--- config.mk ---
export PLATFORM = sky130hd
export DESIGN_NAME = modexp_ctrl
export DESIGN_NICKNAME = d
export VERILOG_FILES = /design/src/rtl/modexp_ctrl_pkg.sv /design/src/rtl/modexp_ctrl.sv
export SDC_FILE = /design/constraint.sdc
export NUM_CORES = 1
export LEC_CHECK = 0
export ABC_CLOCK_PERIOD_IN_PS = 2300
export BUFFER_PORTS_ARGS = -buffer_cell sky130_fd_sc_hd__clkbuf_2
export CAP_MARGIN = 10
export CORE_MARGIN = 8
export CORE_UTILIZATION = 35
export CTS_BUF_LIST = sky130_fd_sc_hd__clkbuf_4 sky130_fd_sc_hd__clkbuf_8 sky130_fd_sc_hd__clkbuf_16
export DETAILED_ROUTE_END_ITERATION = 6
export SYNTH_ARGS = -nofsm -noshare
export SYNTH_HDL_FRONTEND = slang
export SYNTH_SLANG_ARGS = --single-unit
--- constraint.sdc ---
create_clock -name clk -period 2.3 [get_ports clk]
set_clock_uncertainty 0.05 [all_clocks]
set_input_delay 0.46 -clock clk [delete_from_list [all_inputs] [get_ports clk]]
set_output_delay 0.46 -clock clk [all_outputs]
set_load 0.01 [all_outputs]
--- src/rtl/modexp_ctrl_pkg.sv ---
// Shared types for the modular-exponentiation sequencer: FSM states and
// the operation selector (square vs. multiply-by-base).
package modexp_ctrl_pkg;

  typedef enum logic [2:0] {
    ST_IDLE     = 3'd0,
    ST_CHK      = 3'd1,
    ST_OP_START = 3'd2,
    ST_OP_WAIT  = 3'd3,
    ST_FIN      = 3'd4
  } state_e;

  typedef enum logic {
    OP_SQR = 1'b0,
    OP_MUL = 1'b1
  } op_e;

endpackage

--- src/rtl/modexp_ctrl.sv ---
// Left-to-right square-and-multiply sequencer for r = m^e mod n. Drives one
// external serial modmult (CC cycles per multiply) and captures its product
// exactly CC edges after the start pulse has been seen.
module modexp_ctrl
  import modexp_ctrl_pkg::*;
#(
  parameter int N  = 8,
  parameter int CC = N
) (
  input  logic         clk,
  input  logic         rst_n,
  input  logic         start,
  input  logic [N-1:0] m,
  input  logic [N-1:0] e,
  input  logic [N-1:0] n,
  output logic         busy,
  output logic         done,
  output logic         err,
  output logic [N-1:0] r,
  output logic         mm_start,
  output logic [N-1:0] mm_x,
  output logic [N-1:0] mm_y,
  output logic [N-1:0] mm_n,
  input  logic [N-1:0] mm_o
);

  localparam int IW = (N > 1) ? $clog2(N) : 1;
  localparam int CW = $clog2(CC);
  localparam logic [IW-1:0] IDX_TOP  = IW'(N - 1);
  localparam logic [CW-1:0] CNT_LAST = CW'(CC - 1);

  state_e         state_q, state_d;
  op_e            op_q, op_d;
  logic [N-1:0]   m_q, m_d, e_q, e_d, n_q, n_d;
  logic [N-1:0]   acc_q, acc_d;
  logic [IW-1:0]  idx_q, idx_d;
  logic [CW-1:0]  cnt_q, cnt_d;
  logic           bad_q, bad_d;      // operand check failed; reported as err in FIN
  logic           busy_q, busy_d;
  logic           done_q, done_d;
  logic           err_q, err_d;
  logic [N-1:0]   r_q, r_d;
  logic           mm_start_q, mm_start_d;
  logic [N-1:0]   mm_x_q, mm_x_d, mm_y_q, mm_y_d, mm_n_q, mm_n_d;
  logic           go_fin, go_start;

  // Next-state logic; outputs are computed for the state being entered so
  // that every port comes straight from a flop.
  always_comb begin
    state_d    = state_q;
    op_d       = op_q;
    m_d        = m_q;
    e_d        = e_q;
    n_d        = n_q;
    acc_d      = acc_q;
    idx_d      = idx_q;
    cnt_d      = cnt_q;
    bad_d      = bad_q;
    done_d     = 1'b0;
    err_d      = err_q;
    r_d        = r_q;
    mm_start_d = 1'b0;
    mm_x_d     = mm_x_q;
    mm_y_d     = mm_y_q;
    mm_n_d     = mm_n_q;
    go_fin     = 1'b0;
    go_start   = 1'b0;

    case (state_q)
      ST_IDLE: begin
        if (start) begin
          m_d     = m;
          e_d     = e;
          n_d     = n;
          bad_d   = 1'b0;
          state_d = ST_CHK;
        end
      end
      ST_CHK: begin
        if (n_q == '0 || m_q >= n_q) begin
          bad_d  = 1'b1;
          acc_d  = '0;
          go_fin = 1'b1;
        end else if (n_q == N'(1)) begin
          acc_d  = '0;
          go_fin = 1'b1;
        end else begin
          acc_d    = N'(1);
          idx_d    = IDX_TOP;
          op_d     = OP_SQR;
          go_start = 1'b1;
        end
      end
      ST_OP_START: begin
        cnt_d   = '0;
        state_d = ST_OP_WAIT;
      end
      ST_OP_WAIT: begin
        if (cnt_q == CNT_LAST) begin
          acc_d = mm_o;
          if (op_q == OP_SQR && e_q[idx_q]) begin
            op_d     = OP_MUL;
            go_start = 1'b1;
          end else if (idx_q == '0) begin
            go_fin = 1'b1;
          end else begin
            idx_d    = idx_q - IW'(1);
            op_d     = OP_SQR;
            go_start = 1'b1;
          end
        end else begin
          cnt_d = cnt_q + CW'(1);
        end
      end
      ST_FIN: begin
        state_d = ST_IDLE;
      end
      default: begin
        state_d = ST_IDLE;
      end
    endcase

    // Launch the next multiply: operands stay frozen until the next launch.
    if (go_start) begin
      state_d    = ST_OP_START;
      mm_start_d = 1'b1;
      mm_x_d     = acc_d;
      mm_y_d     = (op_d == OP_SQR) ? acc_d : m_q;
      mm_n_d     = n_q;
    end

    // Finish: publish the result together with the one-cycle done pulse.
    if (go_fin) begin
      state_d = ST_FIN;
      done_d  = 1'b1;
      r_d     = acc_d;
      err_d   = bad_d;
    end

    busy_d = (state_d != ST_IDLE);
  end

  // All state and registered outputs; reset aborts any operation in flight.
  always_ff @(posedge clk or negedge rst_n) begin
    if (!rst_n) begin
      state_q    <= ST_IDLE;
      op_q       <= OP_SQR;
      m_q        <= '0;
      e_q        <= '0;
      n_q        <= '0;
      acc_q      <= '0;
      idx_q      <= '0;
      cnt_q      <= '0;
      bad_q      <= 1'b0;
      busy_q     <= 1'b0;
      done_q     <= 1'b0;
      err_q      <= 1'b0;
      r_q        <= '0;
      mm_start_q <= 1'b0;
      mm_x_q     <= '0;
      mm_y_q     <= '0;
      mm_n_q     <= '0;
    end else begin
      state_q    <= state_d;
      op_q       <= op_d;
      m_q        <= m_d;
      e_q        <= e_d;
      n_q        <= n_d;
      acc_q      <= acc_d;
      idx_q      <= idx_d;
      cnt_q      <= cnt_d;
      bad_q      <= bad_d;
      busy_q     <= busy_d;
      done_q     <= done_d;
      err_q      <= err_d;
      r_q        <= r_d;
      mm_start_q <= mm_start_d;
      mm_x_q     <= mm_x_d;
      mm_y_q     <= mm_y_d;
      mm_n_q     <= mm_n_d;
    end
  end

  assign busy     = busy_q;
  assign done     = done_q;
  assign err      = err_q;
  assign r        = r_q;
  assign mm_start = mm_start_q;
  assign mm_x     = mm_x_q;
  assign mm_y     = mm_y_q;
  assign mm_n     = mm_n_q;

endmodule

Word level (Yosys, flattened, before mapping)
Index checks and enable logic that the tools add are counted.
{ "word_totals": {"input_bits": 35, "register_bits": 79} }
{ "op_classes": {"n_bitwise": 1, "n_eq_ne": 11, "order_cmp": 2, "n_reduce_logical": 12, "addsub": 2, "muxes": 42} }
{ "ops": {"columns": ["op", "count"], "rows": [
  ["3-bit 2-to-1 mux", 9],
  ["1-bit 2-to-1 mux", 22],
  ["8-bit 2-to-1 mux", 2],
  ["8-bit case mux with 2 select lines", 1],
  ["2-bit inequality test (second input constant)", 6],
  ["3-bit case mux with 2 select lines", 2],
  ["3-bit case mux with 3 select lines", 1],
  ["8-bit by 1-bit equality test with 1-bit output (second input constant)", 1],
  ["8-bit greater-or-equal comparator", 1],
  ["8-bit zero test", 1],
  ["1-bit case mux with 2 select lines", 4],
  ["3-bit by 2-bit equality test with 1-bit output (second input constant)", 2],
  ["3-bit zero test", 2],
  ["6-bit AND reduction", 1],
  ["3-bit by 4-bit less-than comparator with 1-bit output (second input constant)", 1],
  ["2-bit AND reduction", 2],
  ["2-bit nonzero test", 2],
  ["3-bit by 1-bit adder with 3-bit output (second input constant)", 1],
  ["1-bit binary-select mux with 3-bit select", 1],
  ["3-bit by 1-bit equality test with 1-bit output (second input constant)", 1],
  ["3-bit equality test (second input constant)", 1],
  ["3-bit nonzero test", 1],
  ["3-bit by 1-bit subtractor with 3-bit output (second input constant)", 1],
  ["2-bit OR reduction", 1],
  ["3 further kinds", 3]
]} }

Depth between registers and ports, before layout
Gate-level depths: netlist (run 1).
{ "depth": {"depth_word": 9, "ltp_mapped": 10, "ltp_nobuf": 8} }

Worst setup path before layout (run 1)
OpenSTA, ideal clock, no wires.
{ "synth_timing": {"path_type": "register to register", "start": "register m_q[2]", "end": "register err_q (netlist: err)", "required_time_ns": 2.125, "path_slack_ns": 0.085, "t_arrival_ns": 2.040, "path_stages_with_launch": 9, "synth_period_minus_slack_ns": 2.215, "cell_sequence": "dfrtp_1 -> ha_1 -> a211oi_1 -> o21ai_0 -> a21oi_1 -> a21o_4 -> o31a_4 -> buf_6 -> mux2_4"} }
{ "synth_via": {"elab_chain_cells": 4} }
{ "synth_lines": {"columns": ["item", "line", "rtl"], "rows": [
  ["start: declaration", "modexp_ctrl.sv:34", "logic [N-1:0] m_q, m_d, e_q, e_d, n_q, n_d;"],
  ["start signal: assignment", "modexp_ctrl.sv:166", "m_q <= m_d;"],
  ["8-bit greater-or-equal comparator *", "modexp_ctrl.sv:80", "if (n_q == '0 || m_q >= n_q) begin"],
  ["1-bit logical OR *", "modexp_ctrl.sv:80", null],
  ["1-bit 2-to-1 mux", "modexp_ctrl.sv:80", null],
  ["1-bit case mux with 2 select lines", "modexp_ctrl.sv:69", "case (state_q)"],
  ["end signal: assignment", "modexp_ctrl.sv:175", "err_q <= err_d;"],
  ["end: declaration", "modexp_ctrl.sv:41", "logic err_q, err_d;"]
]} }
Mark *: on every way between the ends. The rest lies on a longest branch, timed or not.
A chain may end at the register's enable or synchronous reset.

Worst setup path after layout (run 1)
{ "layout_timing": {"start": "register n_q[2]", "end": "register r_q[1] (netlist: r[1])"} }
{ "layout_via": {"elab_chain_cells": 4} }
{ "layout_lines": {"columns": ["item", "line", "rtl"], "rows": [
  ["start: declaration", "modexp_ctrl.sv:34", null],
  ["start signal: assignment", "modexp_ctrl.sv:168", "n_q <= n_d;"],
  ["8-bit greater-or-equal comparator, or another cell as far along", "modexp_ctrl.sv:80", null],
  ["1-bit logical OR / 1-bit 2-to-1 mux (equally long branches)", "modexp_ctrl.sv:80, modexp_ctrl.sv:84", null],
  ["1-bit 2-to-1 mux *", "modexp_ctrl.sv:80", null],
  ["1-bit case mux with 2 select lines *", "modexp_ctrl.sv:69", null],
  ["end signal: assignment", "modexp_ctrl.sv:176", "r_q <= r_d;"],
  ["end: declaration", "modexp_ctrl.sv:42", "logic [N-1:0] r_q, r_d;"]
]} }
Marks and branches as above.

==> results of run 1 <==
-- kinds of logic (layout without fill, tap and decap cells) --
logic type | Yosys count | count (layout)
AO/OA/AOI/OAI | 86 | 88
buffers and inverters | 46 | 171
adder cells (fa/ha/maj) | 12 | 12
multiplexers | 38 | 38
flip-flops | 79 | 79
AND/OR/NAND/NOR | 65 | 65
-- synthesized netlist by cell type (2+ instances only) --
| cell type | number | area share [%] |
|---|---|---|
| ha_1 | 12 | 4.0 |
| buf_4 | 2 | 0.40 |
| buf_6 | 2 | 0.60 |
| a22o_1 | 13 | 3.1 |
| inv_1 | 29 | 2.9 |
| o2bb2ai_1 | 2 | 0.47 |
| clkbuf_1 | 6 | 0.60 |
| a21oi_1 | 15 | 2.0 |
| mux2_4 | 13 | 5.2 |
| a211oi_1 | 2 | 0.40 |
| nor2_1 | 6 | 0.60 |
| nand3_1 | 3 | 0.40 |
| buf_2 | 7 | 0.94 |
| o21ai_1 | 8 | 1.1 |
| o22ai_1 | 7 | 1.2 |
| o21ai_0 | 17 | 2.3 |
| mux2_1 | 2 | 0.60 |
| nand2b_1 | 3 | 0.50 |
| nand2_1 | 38 | 3.8 |
| mux2i_1 | 4 | 1.1 |
| nor3_1 | 4 | 0.54 |
| a31oi_1 | 4 | 0.67 |
| mux2_2 | 19 | 5.7 |
| and2_1 | 2 | 0.34 |
| a31o_1 | 8 | 1.9 |
| dfrtp_1 | 79 | 53 |
-- critical path: cells and delay by family, from the launching register on --
family | cells | cell delay, ns
flops | 1 | 0.40
compound gates | 5 | 0.86
fa+ha+maj | 1 | 0.20
mux | 1 | 0.34
buf+inv | 2 | 0.24
-- area by class of cell --
cell class | count | area [um2]
clock inverter | 6 | 43.8
multi-input combinational | 203 | 1640
sequential | 79 | 1980
clock buffer | 10 | 138
timing repair buffer | 126 | 817
inverter | 29 | 109
fill | 966 | 5430
tap | 136 | 170
-- sequential cells by signal (all words and copies together) (netlist names) --
register	flops
acc_q	8
bad_q	1
busy	1
cnt_q	3
done	1
e_q	8
err	1
idx_q	3
m_q	8
mm_n	8
mm_start	1
mm_x	8
mm_y	8
n_q	8
op_q	1
r	8
state_q	3
-- per-layer routing --
layer  GRT usage, %  vias to the layer above
li1               -                     1403
met1           17.5                     1360
met2           18.9                       85
met3           4.16                       10
met4           4.35                        0
met5              0                        -
-- where the power goes --
part | total [mW] | switching (mW) | internal [mW]
Sequential | 2.10 | 0.255 | 1.85
Clock | 0.958 | 0.535 | 0.423
Combinational | 3.56 | 1.77 | 1.79
-- worst min-delay path by stage --
stage          cells past startpoint  startpoint        to
2_1_floorplan                      0       rst_n  acc_q[0]
3_3_place_gp                       1       rst_n      busy
3_5_place_dp                       1       rst_n  cnt_q[2]
4_1_cts                            3        n[7]    n_q[7]
5_1_grt                            3        n[6]    n_q[6]
6_report                           3        n[7]    n_q[7]
-- timing repair --
action,in CTS,in global routing
gates cloned,1,1
hold endpoints to repair,26,0
setup buffers,5,6
setup endpoints to repair,31,18
hold buffers,1,0
gates resized for setup,2,9
pin swaps,2,2
==> summary.txt, run 1 <==
Detailed routing
  • Routed Antenna Nets: 0
  • Met2 WL: 4.03 mm
  • DRC: 0
  • DR iter-0 viols: 147
  • Via count of the routed design: 2858
  • DR vias/cell: 4.85
  • Router iterations before antenna repair: 4
  • Met3 wire len: 672 um
  • Wire length on met1: 4.43 mm
  • Highest metal used: met4
  • Wirelength, routed: 9.24 mm
  • WL/cell: 15.7 um

Setup path
  • Slowest stage delay, CP: 0.40 ns
  • R2R depth: 9
  • Setup crit start kind: flip-flop
  • Crit path to: r[1]
  • Worst R2R Start: n_q[2]
  • CP max stage cell: dfrtp_1
  • Reg2reg end: r[1]
  • Setup crit start: n_q[2]
  • CP Class: reg -> reg
  • R2R Setup Slk: 0.07 ns
  • Crit-path max FO: 5
  • Arr. time, crit path: 2.42 ns
  • WP data required: 2.49 ns
  • Crit path cell chain: inv_2, ha_4, a211oi_2, o21ai_1, a21oi_2, buf_4, a21o_4, o31a_4, mux2_2
  • Worst Setup End Kind: flip-flop

Power
  • P_leak: 2.46 nW
  • PD cells: 1350 mW/mm2
  • Max VDD drop: 0.419 mV
  • Final Power: 6.62 mW

Placed design
  • Input/output buffers: 70
  • Dpl hpwl: 6.51 mm
  • RD Place Congestion: 0.790
  • Worst slack at placement: -0.142 ns
  • Dpl cells: 559
  • Post-DP Area: 0.00452 mm2

Hold path
  • Hold Crit Class: in -> reg

Clocking
  • TritonCTS clock tree: built
  • Clk sinks: 79
  • H-tree Lvls: 3
  • Worst-Skew Late Latency: 0.36 ns
  • Clock-pin slew on the worst setup and hold paths: 0.09 ns
  • Longest Clk Path Bufs: 2
  • Clk root buf: clkbuf_8
  • Total CTS buffers: 9

Global routing
  • Initial antenna violation count: 0
  • GR Overflow Total: 0
  • First-pass GRT wire length: 15.0 mm
  • Vias in the first global route: 2910
  • GRT Total Usage: 12.9%
  • Largest net degree at the start of global routing: 54

Yosys
  • Synthesized-area fraction occupied by adder cells: 4.03%
  • Post-synth EDFFs: 0
  • Prevailing post-synth register cell: dfrtp_1
  • Ys Warns: 0
  • Flops & latches, synth: 79
  • Mapped Nets: 373
  • Synthesized instance count: 326
  • Post-Syn Area: 0.00373 mm2
  • Compound-gate portion of the synthesized area: 16.6%
  • Combinational family with the most area after synthesis: compound AO/OA/AOI/OAI gates
  • Register area share after synthesis: 53.1%
  • Avg Inst Size Synth: 11.4 um2
  • Xor/xnor share of the synthesized area: 0%
  • Multiplexer area fraction after synthesis: 12.7%
  • Distinct cell type count after synthesis: 45
  • Post-Synth Simple-Gate Area: 8.19%
  • Async set-reset flop share out of synthesis: 100%

Final layout
  • Finished Cell Area: 0.00489 mm2
  • Commonest non-fill, non-tap cell in the layout: dfrtp_1
  • Finished Core Util: 47.4%
  • Share of cells above drive strength 1: 42.4%
  • Area growth, synth to finish: 31.4%
  • Fin cells: 589
  • Antenna diodes: 0
  • Final-stage net count: 495
  • Most frequent cells in the layout: 79 x dfrtp_1, 69 x clkbuf_2, 52 x buf_4

Timing
  • Period utilisation layout: 96.8%
  • Worst Tran Pin Value: 0.509 ns
  • Pins Over Slew Limit: 0
  • Fin Hold WS: 0.252 ns
  • Unrepaired setup endpoints after global routing: false
  • Final Hold Vio Count: 0
  • Setup ws final: 0.0745 ns
  • Final setup viols: 0
  • Final min period: 2.23 ns
  • Max Clk Rate: 449 MHz
  • Setup TNS: 0 ns
  • Rel. slew slack: 65.8%

Die
  • Chip Height: 119 um
  • Ports: 71
  • Row count: 37
  • Die area: 0.0142 mm2
  • Die X-Extent: 119 um
  • Starting Density: 36.1%
  • Core area: 0.0103 mm2

Flow run
  • MaxCap Viol Count: 0

Status
  • Outcome: complete, no violations
Power figures use the tool's default switching activity.
==> run 2, diff against run 1 <==
CORE_UTILIZATION = 40   (was 35)
==> run 2 against run 1 <==
Effect of this change:
- hold slack got worse by 0.21 ns
- critical path depth did not move
- final cell count fell by 11%
- final area fell by 6.6%
- sequential cell count did not move
- global-route usage rose by 1.5 points
- sequential share of layout area rose by 2.9 points
- largest cell class unchanged
- largest power group unchanged
==> summary.txt, run 2 (synthesized netlist as in run 1, its figures left out) <==
Setup path
  • CP Class: reg -> reg
  • WP data required: 2.48 ns
  • Worst Setup End Kind: flip-flop
  • Setup crit start kind: flip-flop
  • Crit-path max FO: 6
  • R2R Setup Slk: 0.14 ns
  • Worst R2R Start: n_q[2]
  • Setup crit start: n_q[2]
  • Arr. time, crit path: 2.34 ns

Die
  • Row count: 35
  • Die X-Extent: 113 um
  • Core area: 0.00915 mm2
  • Chip Height: 113 um
  • Die area: 0.0127 mm2
  • Ports: 71
  • Starting Density: 40.7%

Global routing
  • Initial antenna violation count: 0
  • Largest net degree at the start of global routing: 41
  • GR Overflow Total: 0
  • First-pass GRT wire length: 14.6 mm
  • GRT Total Usage: 14.4%
  • Vias in the first global route: 2780

Clocking
  • Clock-pin slew on the worst setup and hold paths: 0.08 ns
  • Clk root buf: clkbuf_8
  • Worst-Skew Late Latency: 0.34 ns
  • Clk sinks: 79
  • Longest Clk Path Bufs: 2
  • Total CTS buffers: 9
  • H-tree Lvls: 3
  • TritonCTS clock tree: built
  • Number of hold buffers added after CTS: 0

Detailed routing
  • Router iterations before antenna repair: 4
  • DR vias/cell: 5.13
  • Via count of the routed design: 2701
  • Routed Antenna Nets: 0
  • Wirelength, routed: 8.56 mm
  • DRC: 0
  • DR iter-0 viols: 130
  • WL/cell: 16.3 um

Timing
  • Worst Tran Pin Value: 0.516 ns
  • Max Clk Rate: 462 MHz
  • Unrepaired setup endpoints after global routing: false
  • Final min period: 2.16 ns
  • Final Hold Vio Count: 0
  • Fin Hold WS: 0.0388 ns
  • Rel. slew slack: 65.3%
  • Period utilisation layout: 94.0%
  • Pins Over Slew Limit: 0
  • Final setup viols: 0

Placed design
  • Input/output buffers: 70
  • Dpl hpwl: 6.16 mm
  • RD Place Congestion: 0.784

Power
  • Sw power: 2.32 mW
  • Sw Ratio: 37.5%
  • P_leak: 2.27 nW
  • Clk network pwr share: 18.6%
  • Final Power: 6.17 mW
  • Max VDD drop: 0.600 mV
  • PD cells: 1350 mW/mm2
  • Logic pwr share: 46.4%
  • Reg power frac: 35.0%
  • Pint: 3.86 mW

Status
  • Outcome: complete, no violations

Final layout
  • Share of cells above drive strength 1: 37.6%
  • Antenna diodes: 0
  • Most frequent cells in the layout: 78 x dfrtp_1, 69 x clkbuf_2, 38 x nand2_1
  • Final-stage net count: 457
  • Area growth, synth to finish: 22.7%
  • Commonest non-fill, non-tap cell in the layout: dfrtp_1
  • Fillers: 865

Flow run
  • MaxCap Viol Count: 0

Hold path
  • Hold Crit Class: in -> async
## run 2: cell count changes in the layout (fill, tap and decap cells not counted), sizes merged
cell | previous run | this run
a31oi | 5 | 4
dlygate4sd3 | 1 | 0
clkinv | 1 | 2
clkinvlp | 4 | 1
bufinv | 0 | 2
clkbuf | 79 | 80
inv | 30 | 29
buf | 56 | 20
## run 2: area by class of cell
cell class	instances	area, um2	share of cell area, %
Sequential cell	79	1980	43.3
Clock buffer	11	145	3.17
Timing Repair Buffer	89	520	11.4
Multi-Input combinational cell	202	1600	35.0
Tap cell	111	139	3.04
Clock inverter	5	81.3	1.78
Inverter	29	109	2.38
## run 2: per-layer routing
layer	GRT usage, %	routed length, um
met5	0	0
met1	19.9	4140
met2	20.9	3870
met4	3.96	66
met3	4.83	476
## run 2: power groups by stage
| stage | combinational (mW) | clock [mW] | sequential, mW |
|---|---|---|---|
| after floorplan | 1.85 | 0 | 2.16 |
| after global placement | 2.67 | 0 | 2.16 |
| after detailed placement | 2.72 | 0 | 2.18 |
| after CTS | 2.80 | 1.19 | 2.15 |
| after global routing | 3.18 | 1.25 | 2.23 |
| final | 2.86 | 1.15 | 2.16 |
## run 2: timing repair
action / CTS / global route
pin swaps: 0 / 2
gates cloned: 1 / 0
resized for setup: 0 / 8
setup buffers: 1 / 2
setup endpoints to repair: 2 / 23
## run 2: path summary, 6_finish.rpt
path	depth (start not counted)	endpoint
worst max-delay path	9	r[0]
worst min-delay path	1	state_q[0]
worst max register to register	9	r[0]
worst min register to register	2	mm_n[6]
max in group asynchronous	2	mm_y[3]
min in group clk	3	n_q[7]
## run 2: worst max-delay path, cell delays in order (launching register included)
cell and delay, ns:
dfrtp_1 0.40, inv_2 0.09, ha_4 0.20, a211oi_2 0.20
o21ai_1 0.09, a21oi_1 0.13, buf_4 0.17, a21o_4 0.16
o31a_4 0.22, mux2_2 0.34
## run 2: stage by stage
stage / area (um2) / TNS [ns] / util, % / instances / worst slack (ns)
after global placement: 4290 / 0 / 46.9 / 506 / 0.0582
after CTS: 4540 / 0 / 49.6 / 524 / 0.00673
after floorplan: 3730 / 0 / - / 326 / 0.0848
final: 4570 / 0 / 50.0 / 526 / 0.137
after detailed placement: 4290 / -0.00690 / 46.9 / 506 / -0.00458
after global routing: 4570 / 0 / 50.0 / 526 / 0.00950
